$ cat src/rtl/program_counter_pkg.sv
// Shared types and widths for the fetch-stage program counter.
// The return stack is compiled in only when PC_RETURN_STACK_EN is defined.
package program_counter_pkg;

    localparam int unsigned PC_W = 10;

    typedef enum logic [1:0] {
        ST_BOOT = 2'd0,
        ST_RUN  = 2'd1,
        ST_HALT = 2'd2
    } pc_state_e;

    // One cycle's worth of control requests seen by the counter.
    typedef struct packed {
        logic            stall;
        logic            halt;
        logic            resume;
        logic            jump;
        logic            call;
        logic            ret;
        logic [PC_W-1:0] target;
    } pc_req_t;

endpackage

$ cat src/rtl/program_counter_incrementer.sv
// Ripple incrementer: a chain of half-adder cells with the first carry-in tied to 1,
// the up-counting counterpart of the ten-bit decrementer.
module program_counter_incrementer
    import program_counter_pkg::*;
(
    input  logic [PC_W-1:0] a,
    output logic [PC_W-1:0] s,
    output logic            o
);

    logic [PC_W:0] c;

    assign c[0] = 1'b1;

    for (genvar i = 0; i < PC_W; i++) begin : g_ha
        assign s[i]   = a[i] ^ c[i];
        assign c[i+1] = a[i] & c[i];
    end

    assign o = c[PC_W];

endmodule

$ cat src/rtl/program_counter.sv
// 10-bit fetch program counter with jump, stall, halt/resume and a registered wrap pulse.
// Defining PC_RETURN_STACK_EN adds a RAS_DEPTH-entry call/return stack.
module program_counter
    import program_counter_pkg::*;
#(
    parameter logic [PC_W-1:0] RESET_ADDR = 10'h000,
    parameter int unsigned     RAS_DEPTH  = 4
) (
    input  logic            clk,
    input  logic            rst_n,
    input  logic            stall,
    input  logic            halt,
    input  logic            resume,
    input  logic            jump,
    input  logic            call,
    input  logic            ret,
    input  logic [PC_W-1:0] target,
    output logic [PC_W-1:0] pc,
    output logic            pc_valid,
    output logic            wrap,
    output logic            ras_err
);

    if ((RAS_DEPTH < 2) || (RAS_DEPTH > 8) || ((RAS_DEPTH & (RAS_DEPTH - 1)) != 0)) begin : g_bad_ras_depth
        $error("RAS_DEPTH must be a power of 2 in the range 2..8");
    end

    pc_state_e       state;
    pc_state_e       state_nxt;
    pc_req_t         req;
    logic [PC_W-1:0] pc_inc;
    logic            inc_carry;
    logic [PC_W-1:0] pc_nxt;
    logic            wrap_nxt;
    logic            err_nxt;

    assign req = '{stall: stall, halt: halt, resume: resume, jump: jump,
                   call: call, ret: ret, target: target};

    program_counter_incrementer u_inc (
        .a (pc),
        .s (pc_inc),
        .o (inc_carry)
    );

`ifdef PC_RETURN_STACK_EN
    localparam int unsigned SP_W   = $clog2(RAS_DEPTH);
    localparam logic [SP_W:0] SP_ONE  = (SP_W+1)'(1);
    localparam logic [SP_W:0] SP_FULL = (SP_W+1)'(RAS_DEPTH);

    logic [PC_W-1:0] ras_mem [RAS_DEPTH];
    logic [SP_W:0]   sp;
    logic [SP_W:0]   sp_nxt;
    logic            push;
    logic            ras_full;
    logic            ras_empty;
    logic [PC_W-1:0] ras_top;

    assign ras_full  = (sp == SP_FULL);
    assign ras_empty = (sp == '0);
    assign ras_top   = ras_mem[SP_W'(sp - SP_ONE)];
`else
    logic unused_ret;
    assign unused_ret = req.ret;
`endif

    // State register.
    always_ff @(posedge clk or negedge rst_n) begin
        if (!rst_n) begin
            state <= ST_BOOT;
        end else begin
            state <= state_nxt;
        end
    end

    // Next-state logic; a stall freezes the FSM in every state.
    always_comb begin
        state_nxt = state;
        if (!req.stall) begin
            case (state)
                ST_BOOT: state_nxt = ST_RUN;
                ST_RUN:  if (req.halt)   state_nxt = ST_HALT;
                ST_HALT: if (req.resume) state_nxt = ST_RUN;
                default: state_nxt = ST_BOOT;
            endcase
        end
    end

    // Next pc, pulses and stack moves; only RUN without stall changes anything.
    always_comb begin
        pc_nxt   = pc;
        wrap_nxt = 1'b0;
        err_nxt  = 1'b0;
`ifdef PC_RETURN_STACK_EN
        sp_nxt   = sp;
        push     = 1'b0;
`endif
        if ((state == ST_RUN) && !req.stall) begin
`ifdef PC_RETURN_STACK_EN
            if (req.ret) begin
                if (!ras_empty) begin
                    pc_nxt = ras_top;
                    sp_nxt = sp - SP_ONE;
                end else begin
                    pc_nxt   = pc_inc;
                    wrap_nxt = inc_carry;
                    err_nxt  = 1'b1;
                end
            end else if (req.call) begin
                pc_nxt = req.target;
                if (ras_full) begin
                    err_nxt = 1'b1;
                end else begin
                    push   = 1'b1;
                    sp_nxt = sp + SP_ONE;
                end
            end else if (req.jump) begin
                pc_nxt = req.target;
            end else begin
                pc_nxt   = pc_inc;
                wrap_nxt = inc_carry;
            end
`else
            if (req.call || req.jump) begin
                pc_nxt = req.target;
            end else begin
                pc_nxt   = pc_inc;
                wrap_nxt = inc_carry;
            end
`endif
        end
    end

    always_ff @(posedge clk or negedge rst_n) begin
        if (!rst_n) begin
            pc       <= RESET_ADDR;
            pc_valid <= 1'b0;
            wrap     <= 1'b0;
            ras_err  <= 1'b0;
        end else begin
            pc       <= pc_nxt;
            pc_valid <= (state_nxt == ST_RUN);
            wrap     <= wrap_nxt;
            ras_err  <= err_nxt;
        end
    end

`ifdef PC_RETURN_STACK_EN
    always_ff @(posedge clk or negedge rst_n) begin
        if (!rst_n) begin
            sp <= '0;
        end else begin
            sp <= sp_nxt;
        end
    end

    // Stack contents need no reset: the pointer alone defines what is live.
    always_ff @(posedge clk) begin
        if (push) begin
            ras_mem[SP_W'(sp)] <= pc_inc;
        end
    end
`endif

endmodule

$ cat config.mk
export PLATFORM = sky130hd
export DESIGN_NAME = program_counter
export DESIGN_NICKNAME = d
export VERILOG_FILES = /design/src/rtl/program_counter_pkg.sv /design/src/rtl/program_counter_incrementer.sv /design/src/rtl/program_counter.sv
export SDC_FILE = /design/constraint.sdc
export NUM_CORES = 1
export LEC_CHECK = 0
export CAP_MARGIN = 15
export CORE_UTILIZATION = 42
export CTS_BUF_LIST = sky130_fd_sc_hd__clkbuf_16
export DETAILED_ROUTE_END_ITERATION = 10
export GPL_ROUTABILITY_DRIVEN = 0
export HOLD_SLACK_MARGIN = 0.1
export PLACE_DENSITY_LB_ADDON = 0.1
export RECOVER_POWER = 100
export SLEW_MARGIN = 20
export SYNTH_ARGS = -nofsm -noshare
export SYNTH_HDL_FRONTEND = slang
export SYNTH_HIERARCHICAL = 1
export SYNTH_SLANG_ARGS = --single-unit
$ cat constraint.sdc
create_clock -name clk -period 3 [get_ports clk]
set_clock_uncertainty 0.15 [all_clocks]
set_input_delay 0.9 -clock clk [delete_from_list [all_inputs] [get_ports clk]]
set_output_delay 0.9 -clock clk [all_outputs]
set_load 0.02 [all_outputs]
# Yosys cells after proc, flatten, opt, wreduce, memory -nomap -nowiden
# Index checks and enable logic that the tools add are counted.
# word_totals
ff_bits	14
wordCells	37
out_inout_bits	13
# classes
eq_ne	3
muxes	7
reduce_logical	4
bitwise_logic	19
# op_table
op	count
10-bit 2-to-1 mux	1
1-bit AND	9
1-bit bitwise XOR	9
2-bit 2-to-1 mux	3
2-bit case mux with 3 select lines	1
2-bit by 1-bit equality test with 1-bit output, second input constant	2
2-bit equality test, second input constant	1
2-bit logical NOT	1
1-bit 2-to-1 mux	2
1-bit logical AND	1
1-bit logical NOT	1
1-bit logical OR	1
1-bit NOT	1

# Logic depth before layout (Yosys ltp)
# Gate-level depths: netlist (run 1).
# depth
word_depth	11
ltp_mapped	11
depth_no_buf	11

# Cells and area by module
# Netlist (run 1), hierarchy kept.
# by_module_without_submodules
module	cells_each	instances	area_each_um2
program_counter	60	1	694.4
program_counter_incrementer	10	1	116.4

# Least setup slack after synthesis (run 1)
# Ideal clock, no wire load.
# synth_timing
kind	register to register
startpoint	register pc[0]
endpoint	register pc[9]
synth_period_minus_slack_ps	2640
slack_ps	360
t_arrival_ps	2367
setup_time_ps	123
path_stages_with_launch	12
path_cell_list	dfrtp_1 -> ha_1 -> ha_1 -> ha_1 -> ha_1 -> ha_1 -> ha_1 -> ha_1 -> ha_1 -> ha_1 -> mux2i_1 -> a21oi_2
# synth_between
elab_chain_len	10
# synth_lines
item	line	rtl
from (decl)	program_counter.sv:18	output logic [PC_W-1:0] pc,
from (signal assigned)	program_counter.sv:141	pc <= pc_nxt;
1-bit AND (8 in a row)	program_counter_incrementer.sv:17	assign c[i+1] = a[i] & c[i];
1-bit bitwise XOR	program_counter_incrementer.sv:16	assign s[i] = a[i] ^ c[i];
via pc_inc[9]	program_counter.sv:31	logic [PC_W-1:0] pc_inc;
10-bit 2-to-1 mux	program_counter.sv:124	if (req.call || req.jump) begin
# The timed path passes the listed nets, and every way through them passes these cells.
# A chain may end at the register's enable or synchronous reset.

# Worst setup path after layout (run 1)
# Same ends and word-level chain as after synthesis.

==> results summary, run 1 <==
The number of antenna repair diodes is 0. The tightest hold path in the finished design has a slack of 394.4 ps. The type of the setup path with the least slack is flip-flop to flip-flop. In this run the tightest slew margin relative to its limit is 0.5710. The number of different library cells used by synthesis comes to 18.

The critical path data required time is between 2000 and 3000 ps. The via count of the first global-routing pass is around 580. The number of I/O port buffers came out at 28.

STA classifies the critical path endpoint as a flip-flop. The maximum number of pins on one net before global-route repair came out at 23. In this design, the stage delay of the slowest critical-path cell is approximately 400 ps. The average footprint of a synthesized cell came out at ~12 um2. The routed design uses 749 um of met2 wire.

The maximum number of buffers from clock root to sink came out at 2. Setup repair after global routing left no endpoint under its margin. Broken down by cell family, the worst path's largest delay share belongs to adder cells. The HPWL after detailed placement came out at between 1000 and 1500 um. The startpoint identified for the worst hold timing path is pc[8]$_DFFE_PN0P_.

The area growth from synthesis to layout is 45.06%. The cell area after layout is roughly 1200 um2. The die boundary width is 45.94 um. Setup violations remaining at the end of the flow were counted as 0.

The share of the clock period used by the worst path came out at 0.8980. The post-detailed-routing wire length is approximately 1500 um. Leaving out fill and tap cells, the most frequent cells in the layout are sky130_fd_sc_hd__clkdlybuf4s50_1, sky130_fd_sc_hd__dlygate4sd3_1, sky130_fd_sc_hd__dfrtp_1. The overall die area came out at 2110 um2. The start point of the critical path is pc[0]$_DFFE_PN0P_. The row count is 15.

The sequential share of the synthesized area is 0.4321. The total clock sinks is 14. The post-detailed-placement cell area came out at roughly 1100 um2. The number of filler instances in the final layout is 167. The maximum achievable frequency came out at 371.2 MHz. The post-detailed-route count of antenna-violating nets came out at 0. The path class of the tightest hold or removal check is flip-flop to flip-flop. Of the post-synthesis cell area, the dominant cell type holds 0.4321.

For the pin with the worst max-slew slack, the measured transition is 641.4 ps. Routed signal wires occupy layers up through met4. The global-route usage over all layers came out at 0.1694.

The critical path depth in cells is 11. STA classifies the critical path startpoint as a flip-flop. The number of detailed-routing iterations run before antenna repair is 3. After global routing the overflow that remains totals 0. The sum of routed wire segments on met1 came out at 667 um. The core utilization of the finished layout is 0.6667. Walking the worst path, the cells encountered are ha_1, ha_1, ha_1, ha_1, ha_1, ha_1, ha_1, ha_1, ha_1, mux2i_1, a21oi_2. The source-to-sink clock delay at the later pin of the worst-skew pair is between 200 and 250 ps. The worst register-to-register path begins at pc[0]$_DFFE_PN0P_. The H-tree depth is 1.

The maximum net fanout on the critical path is 4. The aggregate negative setup slack is 0 ps. The end point of the critical path is pc[9]$_DFFE_PN0P_. The endpoint identified for the worst register-to-register timing path is pc[9]$_DFFE_PN0P_.

The post-CTS setup buffer count came out at 0. Summed over all cells, the static leakage comes to roughly 0.51 nW. The critical path's most frequent cell is sky130_fd_sc_hd__ha_1.

The count of routing violations after the opening detailed-route iteration came out at 5. The total buffers and inverters traversed by the critical path is 0. The average via count per standard cell is around 4.7. The number of buffers inserted by hold repair at cts is 0. The average routed wire per standard cell is 11.89 um.

The max-cap violation count came out at 0. The total number of yosys warnings came out at 6. The post-synthesis instance area came out at approximately 810 um2. The net total in the final layout came out at about 130. The slowest stage of the critical path belongs to the cell sky130_fd_sc_hd__dfrtp_1. TritonCTS built the clock tree. VDD sags by at most 0.5729 mV. For the finished layout, the period the worst path requires is 2694 ps. Synthesis produced 70 cells. The vertical die dimension is 45.94 um. When the netlist entered floorplanning its net count stood at between 90 and 100. The first global-routing pass estimated around 2500 um of wire.

Yosys attributes the largest share of cell area to sky130_fd_sc_hd__dfrtp_1, sky130_fd_sc_hd__ha_1, sky130_fd_sc_hd__mux2i_1, sky130_fd_sc_hd__a21oi_2, sky130_fd_sc_hd__nor2_1. The number of antenna violations at the first check in global routing is 0. The number of failing hold endpoints at the final stage is 0.

The max-slew violation count is 0. For this configuration, the core starts out at a cell density of 0.4596. The routed layout has between 500 and 600 vias.

Clock tree synthesis selected as its root buffer the cell sky130_fd_sc_hd__clkbuf_16. The TritonCTS buffer count is 3. The flop-to-flop setup slack is slightly above 300 ps. The clock-pin transition on the worst setup and hold timing paths is roughly 50 ps. The number of resized instances in the post-cts repair step is 0. The flow ran to the end, and the final reports show no timing, DRC or antenna violations. The arrival time reported for the critical path endpoint came out at ~2700 ps. Synthesis inferred 14 register bits. The total power per unit cell area came out at 942.7 nW/um2. The largest total area in the synthesized netlist belongs to sky130_fd_sc_hd__dfrtp_1. The final total power is between 1 and 1.5 mW. The core area is ~1800 um2. The fraction of final layout cells with drive strength greater than 1 came out at 0.1700. The detailed-routed wire length on met3 is ~56 um. The DRC violations left is 0.

The I/O pin count is 31. The cell depth of the worst flop-to-flop path is 11.
power breakdown:
group          internal (mW)  switching, mW  total [mW]  leakage (nW)
Sequential             0.274         0.0675       0.342         0.160
Clock                  0.176         0.0720       0.248        0.0385
Combinational          0.242          0.277       0.519         0.313
worst min path at each step:
stage / to / slack [ps] / cells after the start
6_report: pc[8]$_DFFE_PN0P_ / 390 / 2
5_1_grt: pc[8]$_DFFE_PN0P_ / 430 / 2
4_1_cts: pc[1]$_DFFE_PN0P_ / 410 / 2
3_5_place_dp: pc[4]$_DFFE_PN0P_ / 390 / 2
3_3_place_gp: pc[8]$_DFFE_PN0P_ / 390 / 2
2_1_floorplan: state[0]$_DFF_PN0_ / 400 / 2
synthesized netlist by cell type, drive strengths merged:
library cell and n:
nor3b 1, and3 1, a22o 1, o21bai 1, a21oi 11, inv 2, mux2i 10, ha 9
nor2 12, o21ai 1, buf 4, conb 1, dfrtp 14, a211o 1, nand2 1
tightest hold or removal path, cell delays in order (launching register included):
cell and delay [ps]:
sky130_fd_sc_hd__dfrtp_1 350, sky130_fd_sc_hd__nor2_1 60, sky130_fd_sc_hd__a21oi_2 90
routing by layer:
layer	up-vias	track usage
met5	-	0
met4	0	0.08824
met3	2	0.03571
met2	16	0.2676
met1	265	0.2153
li1	303	-
cell type report:
class | instances | area (um2) | share of cell area
sequential | 14 | 350.3 | 0.2979
inverter | 2 | 7.507 | 0.006383
timing repair buffer | 30 | 292.8 | 0.2489
clock buffer | 3 | 75.07 | 0.06383
tap | 25 | 31.28 | 0.02660
clock inverter | 1 | 3.754 | 0.003191
multi-input combinational | 50 | 415.4 | 0.3532
cells by family (layout without fill, tap and decap cells):
kind of cell / after synthesis / count (layout) / share of synthesized area
muxes: 10 / 10 / 0.1235
other: 1 / 1 / 0.004625
adders and majority gates: 9 / 9 / 0.1389
buffers and inverters: 6 / 36 / 0.05555
DFF: 14 / 14 / 0.4321
and+or+nand+nor: 15 / 15 / 0.09414
AOI/OAI and AO/OA: 15 / 15 / 0.1512
flip-flops by register name (all words and copies together) (netlist names):
name	flops
wrap	1
state	2
pc	10
pc_valid	1
stage by stage:
stage                     setup slack [ps]  cells
final                                306.0    125
after global routing                 153.1    125
after global placement               333.6    121
after floorplan                      359.9     70
after CTS                            299.7    125
after detailed placement             327.4    121
Note: power is estimated with default switching activity, not from simulation.
==> inputs of run 2 (changes only) <==
--- a/config.mk
+++ b/config.mk
@@ -6,7 +6,7 @@
 export NUM_CORES = 1
 export LEC_CHECK = 0
 export CAP_MARGIN = 15
-export CORE_UTILIZATION = 42
+export CORE_UTILIZATION = 43
 export CTS_BUF_LIST = sky130_fd_sc_hd__clkbuf_16
 export DETAILED_ROUTE_END_ITERATION = 10
 export GPL_ROUTABILITY_DRIVEN = 0
@@ -16,5 +16,4 @@
 export SLEW_MARGIN = 20
 export SYNTH_ARGS = -nofsm -noshare
 export SYNTH_HDL_FRONTEND = slang
-export SYNTH_HIERARCHICAL = 1
 export SYNTH_SLANG_ARGS = --single-unit
==> run 2 against run 1 <==
  * Die area is 1.1% lower
  * Synthesized cell count stayed put
  * Flip-flop and latch count unchanged
  * Hold slack worse by 22 ps
  * Clock-buffer cell count unchanged
  * Highest routed layer unchanged
  * Global-route usage fell by 0.27 points
  * Worst setup slack lost 12 ps
  * Core utilization increased by 0.78 points
==> results summary, run 2 <==
The worst setup path is of the flip-flop to flip-flop kind. For this run, the total global-route usage over all layers was measured as 0.1667. TritonCTS built the clock tree. The post-synthesis instance area came out at between 800 and 900 um2. The overall die area is approximately 2100 um2. In this run the remaining antenna-violating nets after routing total 0.

CTS built an H-tree with a depth of 1. By area the synthesized netlist is led by sky130_fd_sc_hd__dfrtp_1, sky130_fd_sc_hd__ha_1, sky130_fd_sc_hd__mux2i_1, sky130_fd_sc_hd__a21oi_2, sky130_fd_sc_hd__nor2_1. Compared with the post-synthesis result, the final layout area differs by 44.97%. The aggregate negative setup slack is 0 ps. The number of I/O port buffers is 28. The cell family contributing the most delay on the critical path is adder cells. The tightest min-delay check is of the flip-flop to flip-flop type. The synthesized net count came out at 97.

In this run the horizontal extent of the chip is about 46 um. The cell depth of the worst min-delay path is 1. The max-slew violation count is 0. The worst setup path is captured at a flip-flop. The share of the synthesized netlist area taken by xor and xnor gates is 0.

The number of failing hold endpoints at the final stage is 0. The critical path goes through ha_1, ha_1, ha_1, ha_1, ha_1, ha_1, ha_1, ha_1, ha_1, mux2i_1, a21oi_2. The I/O pin count came out at 31. The number of library cell types mapped by synthesis is 21. The post-CTS setup buffer count came out at 0. The commonest cells after synthesis are sky130_fd_sc_hd__dfrtp_1, sky130_fd_sc_hd__a21oi_2, sky130_fd_sc_hd__ha_1, sky130_fd_sc_hd__mux2i_1, sky130_fd_sc_hd__nor2_1. The number of failing setup endpoints in the final timing report is 0.

For this run, the detailed router's first-pass iteration total came to 2. The net total in the final layout is roughly 130. The slowest stage cell on the critical path is sky130_fd_sc_hd__dfrtp_1. The cell depth of the worst flop-to-flop path is 11. The flow ran to the end, and the final reports show no timing, DRC or antenna violations. The average via count per standard cell is about 4.8. The average footprint of a synthesized cell came out at 11.73 um2.

The number of antenna repair diodes came out at 0. The initial core utilization came out at 0.4652. Across the VDD grid, the largest voltage drop is between 0.5 and 0.6 mV.

The maximum achievable frequency came out at ~370 MHz. After technology mapping, the gate count stands at 70. The combinational family with the most area after synthesis is compound AO/OA/AOI/OAI gates.

The arrival time reported for the critical path endpoint came out at 2650 ps. The portion of synthesized area spent on multiplexers is 0.1098. The largest stage delay on the critical path is 410 ps. The endpoint of the lowest-slack register-to-register path is pc[9]$_DFFE_PN0P_. The kind of start point of the critical path is a flip-flop. The via count of the first global-routing pass came to 566. The root cell of the clock tree is sky130_fd_sc_hd__clkbuf_16. The clock reaches the later pin of the worst-skew pair after about 240 ps. The area share of and/or/nand/nor cells after synthesis came out at 0.09146. The number of synthesized register bits came out at 14. In this run the critical register-to-register path is launched from pc[0]$_DFFE_PN0P_.

STA puts the critical path data required time at about 3000 ps. The tool flagged a number of max-cap violations equal to 0. The first global-routing pass estimated 2380 um of wire. For this block, the routed nets add up to about 1400 um of wire. The worst min-delay path startpoint is pc[0]$_DFFE_PN0P_. The worst path in the final design needs a cycle of approximately 2700 ps, including I/O delays and setup.

The average routed wire per standard cell is about 12 um. The register with the most flip-flops in the layout has 10 of them. The count of routing violations after the opening detailed-route iteration is 5. Counting flops with a built-in enable in the synthesized netlist gives 0. The total power per unit cell area is ~920 nW/um2. From bottom edge to top edge, the die measures ~46 um. In this run the deepest clock path goes through 2 buffers. The row count came out at 15.

The most frequent cell after synthesis is sky130_fd_sc_hd__dfrtp_1. The total buffers and inverters traversed by the critical path came out at 0. The leakage power is 0.5247 nW. For the pin with the worst max-slew slack, the measured transition is about 700 ps. The total clock sinks came out at 14. The arithmetic-cell share of the synthesized area counting full adders, half adders and majority gates came out at 0.1372.

Of the available clock period, the critical path in the final layout requires 0.9018. The largest registers in the layout are pc: 10 flops, state: 2 flops. The headroom to the max-slew limit came out at 0.5342. The fraction of final layout cells with drive strength greater than 1 came out at 0.1919. The synthesized-area fraction occupied by ao, oa, aoi and oai cells came to 0.1799. The flop-to-flop setup slack came out at 290 ps.

Of the post-synthesis cell area, the dominant cell type holds 0.4268. The total number of vias came out at between 500 and 600. The post-synthesis async set-or-reset flop share is 1.000. Hold repair after CTS inserted 0 buffers. The core area came out at 1764 um2.

The number of antenna violations at the first check in global routing is 0. The register with the most flip-flops in the final layout is pc. The endpoint of the worst hold-timing path is pc[0]$_DFFE_PN0P_. The library cells used most frequently in the layout, excluding fill and tap cells, are sky130_fd_sc_hd__clkdlybuf4s50_1, sky130_fd_sc_hd__dlygate4sd3_1, sky130_fd_sc_hd__dfrtp_1. The sequential share of the synthesized area came out at 0.4268. Clock-pin slew was measured on the worst setup and hold paths at 40 ps.

Of all nets on the critical path, the largest fanout is 4. Setup repair after global routing left no endpoint under its margin. The biggest area contributor in the post-synthesis netlist is sky130_fd_sc_hd__dfrtp_1. The DRC violations left came out at 0. The number of resized instances in the post-cts repair step came out at 0. The overall overflow remaining after global route came out at 0.

The TritonCTS buffer count is 3. The maximum number of pins on one net before global-route repair is 17. The HPWL after detailed placement is roughly 1100 um. The critical path's most frequent cell is sky130_fd_sc_hd__ha_1.

The final total power is 1.097 mW. The total number of yosys warnings came out at 0. The main flop type after synthesis is sky130_fd_sc_hd__dfrtp_1.
run 2: changes by cell type in the layout (fill, tap and decap cells not counted), sizes merged:
cell	change
nor2	-1
a21oi	-1
clkbuf	-1
dlymetal6s2s	+1
clkinv	-1
o21bai	+1
inv	-1
a21boi	+1
mux2i	-1
o21ai	+2
run 2: logic make-up after synthesis:
logic type | count (synthesis)
mux | 9
fa+ha+maj | 9
simple gates | 14
flops | 14
buf+inv | 5
compound gates | 18
other cells | 1
run 2: how the worst max path moves through the flow:
stage / cells past startpoint / endpoint / startpoint
after global placement: 11 / pc[9]$_DFFE_PN0P_ / pc[0]$_DFFE_PN0P_
after CTS: 11 / pc[9]$_DFFE_PN0P_ / pc[0]$_DFFE_PN0P_
final: 11 / pc[9]$_DFFE_PN0P_ / pc[0]$_DFFE_PN0P_
after floorplan: 11 / pc[9]$_DFFE_PN0P_ / pc[0]$_DFFE_PN0P_
after detailed placement: 11 / pc[9]$_DFFE_PN0P_ / pc[0]$_DFFE_PN0P_
after global routing: 5 / pc[6]$_DFFE_PN0P_ / stall
run 2: worst reg2reg max path, cell delays in order, from the launching register on:
cell	delay, ps
sky130_fd_sc_hd__dfrtp_1	410
sky130_fd_sc_hd__ha_1	220
sky130_fd_sc_hd__ha_1	180
sky130_fd_sc_hd__ha_1	180
sky130_fd_sc_hd__ha_1	190
sky130_fd_sc_hd__ha_1	180
sky130_fd_sc_hd__ha_1	180
sky130_fd_sc_hd__ha_1	180
sky130_fd_sc_hd__ha_1	180
sky130_fd_sc_hd__ha_1	260
sky130_fd_sc_hd__mux2i_1	180
sky130_fd_sc_hd__a21oi_2	80
run 2: where the power goes:
part           internal [mW]  total (mW)  switching (mW)  leakage, nW
registers              0.274       0.342          0.0680        0.161
logic                  0.247       0.512           0.265        0.327
clock network          0.174       0.242          0.0688       0.0370
run 2: cell type report:
type | instances | area (um2)
tap | 25 | 31.28
multi-input combinational | 51 | 429.2
fill | 158 | 574.3
timing repair buffer | 30 | 300.3
clock buffer | 3 | 75.07
sequential | 14 | 350.3
inverter | 1 | 3.754
run 2: metrics by stage:
step                      area, um2  std cells  utilization  hold WS (ps)  worst slack (ps)
final                          1190        124       0.6745         372.9             294.5
after global routing           1190        124       0.6745         392.8             151.0
after CTS                      1197        124       0.6787         380.6             292.7
after detailed placement       1122        121       0.6362         366.1             296.7
after global placement         1122        121       0.6362         364.2             329.8
after floorplan               820.8         70            -         397.4             353.9
run 2: routing by layer:
metal,vias to the layer above,part of all wire,GRT usage,wire (um)
met5,-,0,0,0
li1,302,-,-,-
met3,2,0.045,0.04762,65
met2,16,0.49,0.2771,701
met4,0,0.0076,0.08824,11
met1,276,0.46,0.1930,660
